### src/rtl/select_encode_unit.sv
// ============================================================================
// Module   : select_encode_unit
// Brief    : IR capture, Ra/Rb/Rc select-encode to one-hot register enables,
//            C-constant sign extension and bus-source conflict monitor.
// Revision : 1.0
// ============================================================================
`default_nettype none

module select_encode_unit #(
    parameter int NREG = 16,
    parameter int DW   = 32,
    parameter int CW   = 19,
    parameter int CNTW = 8
) (
    input  logic            clock,
    input  logic            clear,
    input  logic [DW-1:0]   ir_in,
    input  logic            ir_load,
    input  logic            gra,
    input  logic            grb,
    input  logic            grc,
    input  logic            r_in,
    input  logic            r_out,
    input  logic            ba_out,
    input  logic [DW-1:0]   bus_src,
    input  logic            err_clr,
    output logic [DW-1:0]   ir_q,
    output logic [NREG-1:0] reg_in,
    output logic [NREG-1:0] reg_out,
    output logic            r0_zero,
    output logic [DW-1:0]   c_sign,
    output logic [3:0]      field_idx,
    output logic            bus_conflict,
    output logic [DW-1:0]   conflict_src,
    output logic [CNTW-1:0] conflict_cnt
);

    // Bus-source bits at and above this index have no driver assigned.
    localparam int c_NSRC = 24;

    logic [3:0]      w_idx;
    logic            w_any_gr;
    logic [NREG-1:0] w_sel;
    logic            w_r0_sel;
    logic [NREG-1:0] w_reg_in_nxt;
    logic [NREG-1:0] w_reg_out_nxt;
    logic            w_multi;
    logic            w_unassigned;
    logic            w_illegal;

    // Decode always reads the IR as it stands before this edge's load.
    always_comb begin
        w_idx = 4'd0;
        if (gra)
            w_idx = ir_q[26:23];
        else if (grb)
            w_idx = ir_q[22:19];
        else if (grc)
            w_idx = ir_q[18:15];
    end

    assign w_any_gr = gra | grb | grc;
    assign w_sel    = NREG'(1) << w_idx;
    assign w_r0_sel = ba_out & w_any_gr & (w_idx == 4'd0);

    always_comb begin
        w_reg_in_nxt  = (r_in & w_any_gr) ? w_sel : '0;
        w_reg_out_nxt = ((r_out | ba_out) & w_any_gr) ? w_sel : '0;
        // Base-address use of R0 reads constant zero instead of driving R0.
        if (w_r0_sel)
            w_reg_out_nxt[0] = 1'b0;
    end

    assign w_multi      = (bus_src & (bus_src - DW'(1))) != '0;
    assign w_unassigned = bus_src[DW-1:c_NSRC] != '0;
    assign w_illegal    = w_multi | w_unassigned;

    always_ff @(posedge clock or negedge clear) begin
        if (!clear) begin
            ir_q      <= '0;
            reg_in    <= '0;
            reg_out   <= '0;
            r0_zero   <= 1'b0;
            c_sign    <= '0;
            field_idx <= 4'd0;
        end else begin
            if (ir_load)
                ir_q <= ir_in;
            reg_in    <= w_reg_in_nxt;
            reg_out   <= w_reg_out_nxt;
            r0_zero   <= w_r0_sel;
            field_idx <= w_idx;
            c_sign    <= {{(DW-CW){ir_q[CW-1]}}, ir_q[CW-1:0]};
        end
    end

    // A clear coinciding with a new offence restarts the record from that offence.
    always_ff @(posedge clock or negedge clear) begin
        if (!clear) begin
            bus_conflict <= 1'b0;
            conflict_src <= '0;
            conflict_cnt <= '0;
        end else if (w_illegal) begin
            bus_conflict <= 1'b1;
            if (!bus_conflict || err_clr)
                conflict_src <= bus_src;
            if (err_clr)
                conflict_cnt <= CNTW'(1);
            else if (!(&conflict_cnt))
                conflict_cnt <= conflict_cnt + CNTW'(1);
        end else if (err_clr) begin
            bus_conflict <= 1'b0;
            conflict_src <= '0;
            conflict_cnt <= '0;
        end
    end

endmodule

`default_nettype wire

### config.mk
export PLATFORM = sky130hd
export DESIGN_NAME = select_encode_unit
export DESIGN_NICKNAME = d
export VERILOG_FILES = /design/src/rtl/select_encode_unit.sv
export SDC_FILE = /design/constraint.sdc
export NUM_CORES = 1
export LEC_CHECK = 0
export ABC_AREA = 1
export BUFFER_PORTS_ARGS = -buffer_cell sky130_fd_sc_hd__buf_2
export CAP_MARGIN = 0
export CELL_PAD_IN_SITES_DETAIL_PLACEMENT = 1
export CELL_PAD_IN_SITES_GLOBAL_PLACEMENT = 1
export CORE_ASPECT_RATIO = 1.25
export CORE_UTILIZATION = 38
export CTS_CLUSTER_DIAMETER = 40
export DETAILED_ROUTE_END_ITERATION = 8
export GPL_ROUTABILITY_DRIVEN = 0
export PLACE_DENSITY_LB_ADDON = 0.05
export SKIP_CTS_REPAIR_TIMING = 1
export SLEW_MARGIN = 25
export SYNTH_ARGS = -nofsm -noshare
export SYNTH_HDL_FRONTEND = slang
export SYNTH_SLANG_ARGS = --single-unit
### constraint.sdc
create_clock -name clock -period 3.9 [get_ports clock]
set_input_delay 0 -clock clock [delete_from_list [all_inputs] [get_ports clock]]
set_output_delay 0 -clock clock [all_outputs]
set_load 0.05 [all_outputs]
==> results of run 1 <==
where the power goes:
group / total, mW / internal, mW / switching (mW) / leakage (nW)
clock: 1.71 / 1.10 / 0.611 / 0.312
sequential: 1.50 / 1.44 / 0.0630 / 1.61
combinational: 0.882 / 0.222 / 0.661 / 2.28
state kept, by name, summed over array words and instances, names as in the netlist:
signal,count
conflict_src,32
ir_q,32
c_sign,19
reg_in,16
reg_out,16
conflict_cnt,8
field_idx,4
bus_conflict,1
r0_zero,1
layer usage:
metal | global-route usage, % | routed length (µm) | vias up | share of wire (%)
li1 | - | - | 2497 | -
met1 | 25.2 | 6960 | 2609 | 37
met2 | 45.6 | 10700 | 147 | 57
met3 | 6.84 | 892 | 23 | 4.7
met4 | 7.93 | 324 | 0 | 1.7
met5 | 0 | 0 | - | 0
cell type report:
cell class | count | area share [%]
diodes | 1 | 0.0311
clock buffers | 18 | 5.46
clock inverters | 13 | 2.47
inverters | 35 | 1.63
multi-input cells | 415 | 25.5
flip-flops and latches | 129 | 40.1
well taps | 178 | 2.77
repair buffers | 285 | 22.0
cells in the final DEF, fill, tap and decap left out, types with 4 or more instances in the layout:
master         instances
inv_6                  5
nand3_2               11
nand2_1              147
nand3b_1               4
inv_1                 34
buf_2                214
dlygate4sd3_1         66
clkbuf_16             17
o21ai_1                6
dfrtp_1              129
nor2_2                 5
nor2_1               106
o22ai_1                4
xor2_1                 5
buf_4                  5
bufinv_16              4
clkinv_4               4
nand3_1               68
nand4_1                5
o21ai_0               16
mux2_2                24
nor3_1                 5
worst min path at each step:
stage,endpoint,from
CTS,conflict_cnt[4]$_DFFE_PN0P_,clear
global route,conflict_cnt[4]$_DFFE_PN0P_,err_clr
global placement,conflict_cnt[4]$_DFFE_PN0P_,clear
floorplan,bus_conflict$_DFFE_PN0P_,clear
finish,conflict_cnt[4]$_DFFE_PN0P_,err_clr
detailed placement,conflict_cnt[4]$_DFFE_PN0P_,clear
cell families after synthesis:
| kind of cell | Yosys count |
|---|---|
| and+or+nand+nor | 357 |
| DFF | 129 |
| buffers and inverters | 67 |
| AOI/OAI and AO/OA | 28 |
| muxes | 24 |
| xor gates and xnor gates | 5 |
| adders and majority gates | 1 |
critical path, delay by kind of cell:
family,cells,cell delay [ns]
AO/OA/AOI/OAI,1,0.19
buffers and inverters,2,0.69
AND/OR/NAND/NOR,11,2.12
stage by stage:
| step | worst slack, ns | power, mW |
|---|---|---|
| after floorplan | 1.97 | 2.10 |
| after global placement | 1.38 | 2.33 |
| after detailed placement | 1.30 | 2.35 |
| after CTS | 1.74 | 4.08 |
| after global routing | 0.869 | 4.24 |
| final | 1.15 | 4.09 |
==> metrics.csv, run 1 <==
stage,metric,value,unit
detailed_routing,drt pass-1 iters,6,
sta,final hold violations,3,
hold_path,Min-Delay Path Class,primary input to flop,
logic_synthesis,Post-synth ARST share,100,%
layout,Filler cells,1725,
sta,Setup-failing EPs final,0,
layout,share of layout cells above drive strength 1,33.1,%
critical_path,crit path DAT,3.04,ns
critical_path,critical setup path kind,primary input to flop,
critical_path,Crit path top cell by count,nand2_1,
die,row cnt,49,
detailed_routing,remaining routing DRC violations,0,
logic_synthesis,YS warnings,0,
logic_synthesis,post-synthesis adder-cell area fraction,0.222,%
critical_path,Critical R2R Capture,reg_out[0]$_DFF_PN0_,
global_route,antenna violations before repair,0,
logic_synthesis,Main synth FF type,dfrtp_1,
placement,I/O Buffers,215,
logic_synthesis,number of cells produced by synthesis,611,
clock_network,# H-tree levels,4,
sta,RSZ-0062 raised after global routing,false,
logic_synthesis,cell area after synthesis,5630,µm²
critical_path,"Req. time, crit path",4.19,ns
critical_path,Max Fanout on Critical Path,32,
critical_path,CP Cell Sequence,"dlygate4sd3_1, buf_2, nor2_1, nand2_1, nor2_1, nand2_1, o21ai_1, nand2_1, nor2_1, nand2_1, nor2_4, nand3_2, nand3_1, nand2_1",
die,Die ar.,15300,µm²
global_route,vias in the first global route,5531,
critical_path,reg2reg path depth,8,
layout,fin cells,1074,
critical_path,Critical Path Slowest Stage Cell,nand3_2,
clock_network,clk root buf,clkbuf_16,
logic_synthesis,area share of the largest cell type after synthesis,57.4,%
placement,Post-DP Area,6740,µm²
detailed_routing,DR iter-0 viols,121,
sta,Hold Slack,-0.0289,ns
power,peak supply drop,0.324,mV
layout,Nets,958,
sta,Tightest Pin Transition,0.862,ns
sta,max_slew headroom,42.6,%
power,Leak,4.20,nW
die,core footprint,14400,µm²
clock_network,CTS tree,done,
detailed_routing,drt wl/cell,17.6,µm
detailed_routing,routed vias,5276,
die,Initial Util,39.1,%
logic_synthesis,XOR/XNOR Fraction of Synth Area,0.778,%
critical_path,R2R Path Start,ir_q[17]$_DFFE_PN0P_,
logic_synthesis,post-synth top area cell,dfrtp_1,
clock_network,Num CTS Buffers,17,
detailed_routing,post-DR vias/cell,4.91,
placement,HPWL reported at the end of detailed placement,12900,µm
logic_synthesis,#FFs+latches synth,129,
hold_path,hold depth,4,
critical_path,Crit path largest cell delay,0.66,ns
critical_path,CP Capture Type,flop,
sta,clk_skew,0.0102,ns
critical_path,crit path from,bus_src[12],
global_route,gr usage total,24.1,%
critical_path,CP startpoint kind,primary input,
outcome,failing checks,negative hold slack,
global_route,"Remaining Overflow, GRT",0,
logic_synthesis,mux contribution to synthesized area,4.80,%
die,Die Height,138,µm
logic_synthesis,Avg Inst Size Synth,9.21,µm²
placement,placed insts,976,
logic_synthesis,most instantiated cells after synthesis,"nand2_1 (147), dfrtp_1 (129), nor2_1 (106), nand3_1 (68), inv_1 (34)",
power,Power Density,509,nW/µm²
global_route,first-pass GRT wire length,28700,µm
global_route,largest net degree at the start of global routing,48,
clock_network,Clock transition at path regs,0.06,ns
logic_synthesis,cell with the most instances after synthesis,nand2_1,
logic_synthesis,top post-synthesis cells by area,"dfrtp_1 (57%), nand2_1 (9.8%), nor2_1 (7.1%)",
layout,footprint of the multi-input gates,2050,µm²
logic_synthesis,Syn Nets,686,
layout,Area Growth Syn to Fin,42.9,%
detailed_routing,Routed WL,18900,µm
layout,sequential cell area,3230,µm²
detailed_routing,remaining antenna violation count after routing,0,
logic_synthesis,unique cell type count in the Yosys netlist,28,
job,max_cap viols,0,
logic_synthesis,largest family of logic cells by synthesized area,simple AND/OR/NAND/NOR gates,
layout,fin util,55.8,%
layout,post-route cell area,8040,µm²
clock_network,Clock Sinks,129,
critical_path,Critical Path End,conflict_src[7]$_DFFE_PN0P_,
sta,Max Transition Viols Final,0,
outcome,outcome,"complete, but fails checks",
clock_network,CTS Buffer Depth,2,
logic_synthesis,Post-synth EDFFs,0,
sta,TNS Setup,0,ns
critical_path,R2R Setup Slk,1.90,ns
sta,period utilization,70.5,%
logic_synthesis,Synth Area in Compound Gates,2.58,%
logic_synthesis,Post-Synth Simple-Gate Area,28.0,%
sta,fmax,364,MHz
logic_synthesis,sequential cell area fraction in the yosys report,57.4,%
die,chip width,111,µm
sta,Period minus WS final,2.75,ns
die,num ports,216,
clock_network,clock latency at the later pin of the worst-skew pair,0.42,ns
Power figures use the tool's default switching activity.
==> inputs of run 2 (changes only) <==
--- a/config.mk
+++ b/config.mk
@@ -11,7 +11,7 @@
 export CELL_PAD_IN_SITES_DETAIL_PLACEMENT = 1
 export CELL_PAD_IN_SITES_GLOBAL_PLACEMENT = 1
 export CORE_ASPECT_RATIO = 1.25
-export CORE_UTILIZATION = 38
+export CORE_UTILIZATION = 36
 export CTS_CLUSTER_DIAMETER = 40
 export DETAILED_ROUTE_END_ITERATION = 8
 export GPL_ROUTABILITY_DRIVEN = 0
==> constraint.sdc (replaced) <==
create_clock -name clock -period 2.66 [get_ports clock]
set_input_delay 0 -clock clock [delete_from_list [all_inputs] [get_ports clock]]
set_output_delay 0 -clock clock [all_outputs]
set_load 0.05 [all_outputs]
==> metrics.csv, run 2 (synthesis results as in run 1) <==
stage,metric,value,unit
outcome,outcome,completed,
global_route,largest net degree at the start of global routing,65,
power,Leak,4.18,nW
detailed_routing,post-DR vias/cell,4.80,
clock_network,Clock transition at path regs,0.06,ns
power,peak supply drop,0.447,mV
power,Sw Share,34.5,%
global_route,vias in the first global route,5482,
critical_path,Max Fanout on Critical Path,32,
layout,Area Growth Syn to Fin,43.2,%
critical_path,"Req. time, crit path",3.01,ns
detailed_routing,remaining routing DRC violations,0,
layout,Nets,962,
placement,I/O Buffers,215,
sta,period utilization,85.1,%
power,NetSw,1.98,mW
power,Internal,3.77,mW
sta,Tightest Pin Transition,0.815,ns
critical_path,crit path DAT,2.61,ns
layout,post-route cell area,8060,µm²
power,Comb pwr share,22.5,%
die,Die ar.,16100,µm²
die,Initial Util,37.2,%
critical_path,critical setup path kind,primary input to flop,
clock_network,clock latency at the later pin of the worst-skew pair,0.42,ns
die,chip width,114,µm
hold_path,Min-Delay Path Class,primary input to flop,
layout,ANT cells,0,
layout,footprint of the multi-input gates,2050,µm²
die,num ports,216,
die,row cnt,50,
global_route,gr usage total,22.8,%
detailed_routing,DR iter-0 viols,151,
power,Clock Power Share,39.2,%
detailed_routing,remaining antenna violation count after routing,0,
layout,share of layout cells above drive strength 1,33.2,%
layout,most frequent cells in the layout,"buf_2 (214), nand2_1 (147), dfrtp_1 (129)",
clock_network,Num CTS Buffers,17,
placement,HPWL reported at the end of detailed placement,13300,µm
clock_network,CTS tree,done,
critical_path,CP startpoint kind,primary input,
placement,Post-DP Area,6820,µm²
die,Die Height,142,µm
clock_network,clk root buf,clkbuf_16,
layout,"commonest non-fill, non-tap cell in the layout",buf_2,
sta,fmax,442,MHz
power,Power Density,713,nW/µm²
global_route,first-pass GRT wire length,28000,µm
sta,TNS Setup,0,ns
global_route,"Remaining Overflow, GRT",0,
sta,Max Transition Viols Final,0,
clock_network,CTS Buffer Depth,2,
power,PnR Total Power,5.75,mW
detailed_routing,routed vias,5315,
global_route,antenna violations before repair,0,
critical_path,CP Capture Type,flop,
detailed_routing,drt wl/cell,16.7,µm
sta,Setup-failing EPs final,0,
detailed_routing,Routed WL,18500,µm
layout,biggest regs,"conflict_src (32), ir_q (32), c_sign (19)",
sta,RSZ-0062 raised after global routing,false,
detailed_routing,drt pass-1 iters,5,
job,max_cap viols,0,
die,core footprint,15100,µm²
sta,clk_skew,0.00526,ns
power,sequential power share,38.2,%
sta,final hold violations,0,
clock_network,Clock Sinks,129,
sta,Period minus WS final,2.26,ns
layout,Filler cells,1866,
clock_network,# H-tree levels,4,
layout,sequential cell area,3230,µm²
sta,max_slew headroom,45.6,%
run 2: critical path, cell delays in order:
cell           delay [ns]
dlygate4sd3_1        0.54
buf_2                0.16
nor2_1               0.17
nand2_1              0.10
nor2_1               0.21
nand2_1              0.14
nor2_1               0.15
nor2_1               0.06
nor2_1               0.09
nand3_1              0.15
nor2_4               0.20
nand2_4              0.07
nand2_4              0.33
nand3_1              0.13
nand2_1              0.09
run 2: power groups by stage:
stage | registers (mW) | logic (mW) | clock network, mW
after floorplan | 2.76 | 0.326 | 0
after global placement | 2.22 | 1.21 | 0
after detailed placement | 2.23 | 1.22 | 0
after CTS | 2.20 | 1.23 | 2.31
after global routing | 2.22 | 1.37 | 2.39
final | 2.20 | 1.29 | 2.26
run 2: through the flow:
step,utilization [%],hold WS (ns),cells,worst slack [ns]
after floorplan,-,-0.296,611,0.728
after global placement,45.0,-0.0190,1009,0.656
after detailed placement,45.0,-0.00731,1009,0.555
after CTS,48.8,-0.455,1041,0.696
after global routing,53.2,0.0826,1108,0.120
final,53.2,0.0679,1108,0.397
run 2: routing by layer:
| layer | part of all wire [%] | track usage, % | routed length (µm) |
|---|---|---|---|
| met1 | 36 | 24.0 | 6710 |
| met2 | 55 | 42.3 | 10200 |
| met3 | 6.2 | 7.22 | 1140 |
| met4 | 2.0 | 7.93 | 372 |
| met5 | 0 | 0 | 0 |
run 2: final timing paths:
kind	startpoint	endpoint	slack [ns]	depth (start not counted)
hold / removal	grb	r0_zero$_DFF_PN0_	0.07	5
hold reg to reg	ir_q[1]$_DFFE_PN0P_	c_sign[1]$_DFF_PN0_	0.39	0
max in group asynchronous	clear	reg_out[4]$_DFF_PN0_	1.74	3
setup / recovery	bus_src[11]	conflict_src[9]$_DFFE_PN0P_	0.40	15
setup reg to reg	ir_q[21]$_DFFE_PN0P_	reg_out[0]$_DFF_PN0_	0.77	8
min in group asynchronous	clear	conflict_cnt[6]$_DFFE_PN0P_	0.08	2
run 2: final cells by class:
type,count,share of cell area (%)
tap,208,3.23
sequential,129,40.1
clock buffer,19,5.50
timing repair buffer,289,22.5
clock inverter,13,1.58
multi-input combinational,415,25.5
inverter,35,1.63
==> inputs of run 3 (changes only) <==
--- a/config.mk
+++ b/config.mk
@@ -11,7 +11,7 @@
 export CELL_PAD_IN_SITES_DETAIL_PLACEMENT = 1
 export CELL_PAD_IN_SITES_GLOBAL_PLACEMENT = 1
 export CORE_ASPECT_RATIO = 1.25
-export CORE_UTILIZATION = 36
+export CORE_UTILIZATION = 38
 export CTS_CLUSTER_DIAMETER = 40
 export DETAILED_ROUTE_END_ITERATION = 8
 export GPL_ROUTABILITY_DRIVEN = 0
==> constraint.sdc (replaced) <==
create_clock -name clock -period 2.64 [get_ports clock]
set_input_delay 0 -clock clock [delete_from_list [all_inputs] [get_ports clock]]
set_output_delay 0 -clock clock [all_outputs]
set_load 0.05 [all_outputs]
==> metrics.csv, run 3 (synthesis results as in run 1) <==
stage,metric,value,unit
die,num ports,216,
critical_path,R2R Setup Slk,0.73,ns
placement,I/O Buffers,215,
sta,max_slew headroom,45.9,%
hold_path,hold path endpoint,r0_zero$_DFF_PN0_,
power,peak supply drop,0.427,mV
global_route,gr usage total,23.6,%
global_route,first-pass GRT wire length,28000,µm
detailed_routing,routed vias,5315,
critical_path,R2R Path Start,conflict_cnt[0]$_DFFE_PN0P_,
job,max_cap viols,0,
clock_network,CTS tree,done,
sta,Max Transition Viols Final,0,
layout,Nets,961,
clock_network,Clock Sinks,129,
die,core footprint,14400,µm²
layout,share of layout cells above drive strength 1,33.3,%
power,Power Density,736,nW/µm²
layout,fin cells,1078,
sta,Tightest Pin Transition,0.811,ns
detailed_routing,remaining antenna violation count after routing,0,
power,Clock Power Share,40.5,%
power,NetSw,1.97,mW
power,sequential power share,37.4,%
layout,footprint of the multi-input gates,2050,µm²
clock_network,clock latency at the later pin of the worst-skew pair,0.42,ns
global_route,vias in the first global route,5440,
critical_path,CP Capture Type,flop,
critical_path,reg2reg path depth,8,
sta,RSZ-0062 raised after global routing,false,
layout,most frequent cells in the layout,"buf_2 (214), nand2_1 (147), dfrtp_1 (129)",
power,Internal,3.95,mW
detailed_routing,drt pass-1 iters,4,
placement,placed insts,978,
critical_path,crit path DAT,2.69,ns
layout,Area Growth Syn to Fin,43.0,%
detailed_routing,post-DR vias/cell,4.93,
sta,clk_skew,0.00900,ns
clock_network,Clock transition at path regs,0.06,ns
power,Comb pwr share,22.1,%
clock_network,CTS Buffer Depth,2,
layout,biggest regs,"conflict_src (32), ir_q (32), c_sign (19)",
layout,sequential cell area,3230,µm²
die,chip width,111,µm
detailed_routing,remaining routing DRC violations,0,
die,Initial Util,39.1,%
global_route,"Remaining Overflow, GRT",0,
critical_path,Critical R2R Capture,conflict_cnt[1]$_DFFE_PN0P_,
global_route,largest net degree at the start of global routing,87,
clock_network,# H-tree levels,4,
detailed_routing,Routed WL,18700,µm
critical_path,critical setup path kind,primary input to flop,
sta,period utilization,88.6,%
layout,"commonest non-fill, non-tap cell in the layout",buf_2,
hold_path,Min-Delay Path Class,primary input to flop,
hold_path,Worst Hold Launch,grb,
die,Die ar.,15300,µm²
detailed_routing,DR iter-0 viols,190,
clock_network,clk root buf,clkbuf_16,
power,Sw Share,33.2,%
die,Die Height,138,µm
critical_path,Max Fanout on Critical Path,32,
sta,TNS Setup,0,ns
critical_path,"Req. time, crit path",2.99,ns
clock_network,Num CTS Buffers,17,
sta,Setup-failing EPs final,0,
sta,fmax,428,MHz
sta,Period minus WS final,2.34,ns
critical_path,CP startpoint kind,primary input,
placement,HPWL reported at the end of detailed placement,13000,µm
sta,final hold violations,0,
hold_path,hold depth,5,
power,Leak,4.20,nW
die,row cnt,49,
layout,Filler cells,1730,
detailed_routing,drt wl/cell,17.4,µm
critical_path,crit path from,bus_src[11],
outcome,outcome,completed,
global_route,antenna violations before repair,1,
[run 3: worst max-delay path by stage]
| stage | end |
|---|---|
| final | conflict_src[10]$_DFFE_PN0P_ |
| after global routing | conflict_src[10]$_DFFE_PN0P_ |
| after CTS | conflict_cnt[1]$_DFFE_PN0P_ |
| after detailed placement | conflict_src[31]$_DFFE_PN0P_ |
| after global placement | conflict_cnt[0]$_DFFE_PN0P_ |
| after floorplan | conflict_cnt[7]$_DFFE_PN0P_ |
[run 3: cell type report]
class                           count  share of cell area [%]
Clock inverter                     11                    1.55
Timing Repair Buffer              288                    22.4
Inverter                           35                    1.63
Sequential cell                   129                    40.1
Antenna cell                        1                  0.0311
Clock buffer                       21                    5.97
Tap cell                          178                    2.77
Multi-Input combinational cell    415                    25.5
[run 3: worst max-delay path, cell delays in order]
cell	delay, ns
dlygate4sd3_1	0.55
buf_2	0.16
nor2_1	0.17
nand2_1	0.10
nor2_1	0.21
nand2_1	0.14
nor2_1	0.15
nor2_1	0.05
nor2_1	0.09
nand3_1	0.14
nor2_4	0.20
nand2_4	0.07
nand2_4	0.34
nand3_1	0.19
nand2_1	0.11
[run 3: per-stage QoR]
step           area, µm²  setup WS [ns]  hold slack [ns]  utilization, %  power (mW)
2_1_floorplan       5630          0.708           -0.296               -        3.11
3_3_place_gp        6770          0.612           0.0220            47.0        3.45
3_5_place_dp        6770          0.525           0.0347            47.0        3.48
4_1_cts             7380          0.746           -0.414            51.2        5.88
5_1_grt             8050         0.0879            0.102            55.9        6.13
6_report            8050          0.302           0.0885            55.9        5.92
[run 3: power by group through the flow]
stage	clock, mW	sequential [mW]	combinational (mW)
finish	2.40	2.22	1.31
global route	2.51	2.23	1.39
CTS	2.42	2.22	1.24
detailed placement	0	2.25	1.23
global placement	0	2.24	1.21
floorplan	0	2.78	0.328
[run 3: per-layer routing]
| layer | part of all wire, % | GRT usage [%] |
|---|---|---|
| met1 | 37 | 24.3 |
| met4 | 1.6 | 7.09 |
| met2 | 56 | 44.6 |
| met5 | 0 | 0 |
| met3 | 5.0 | 7.76 |
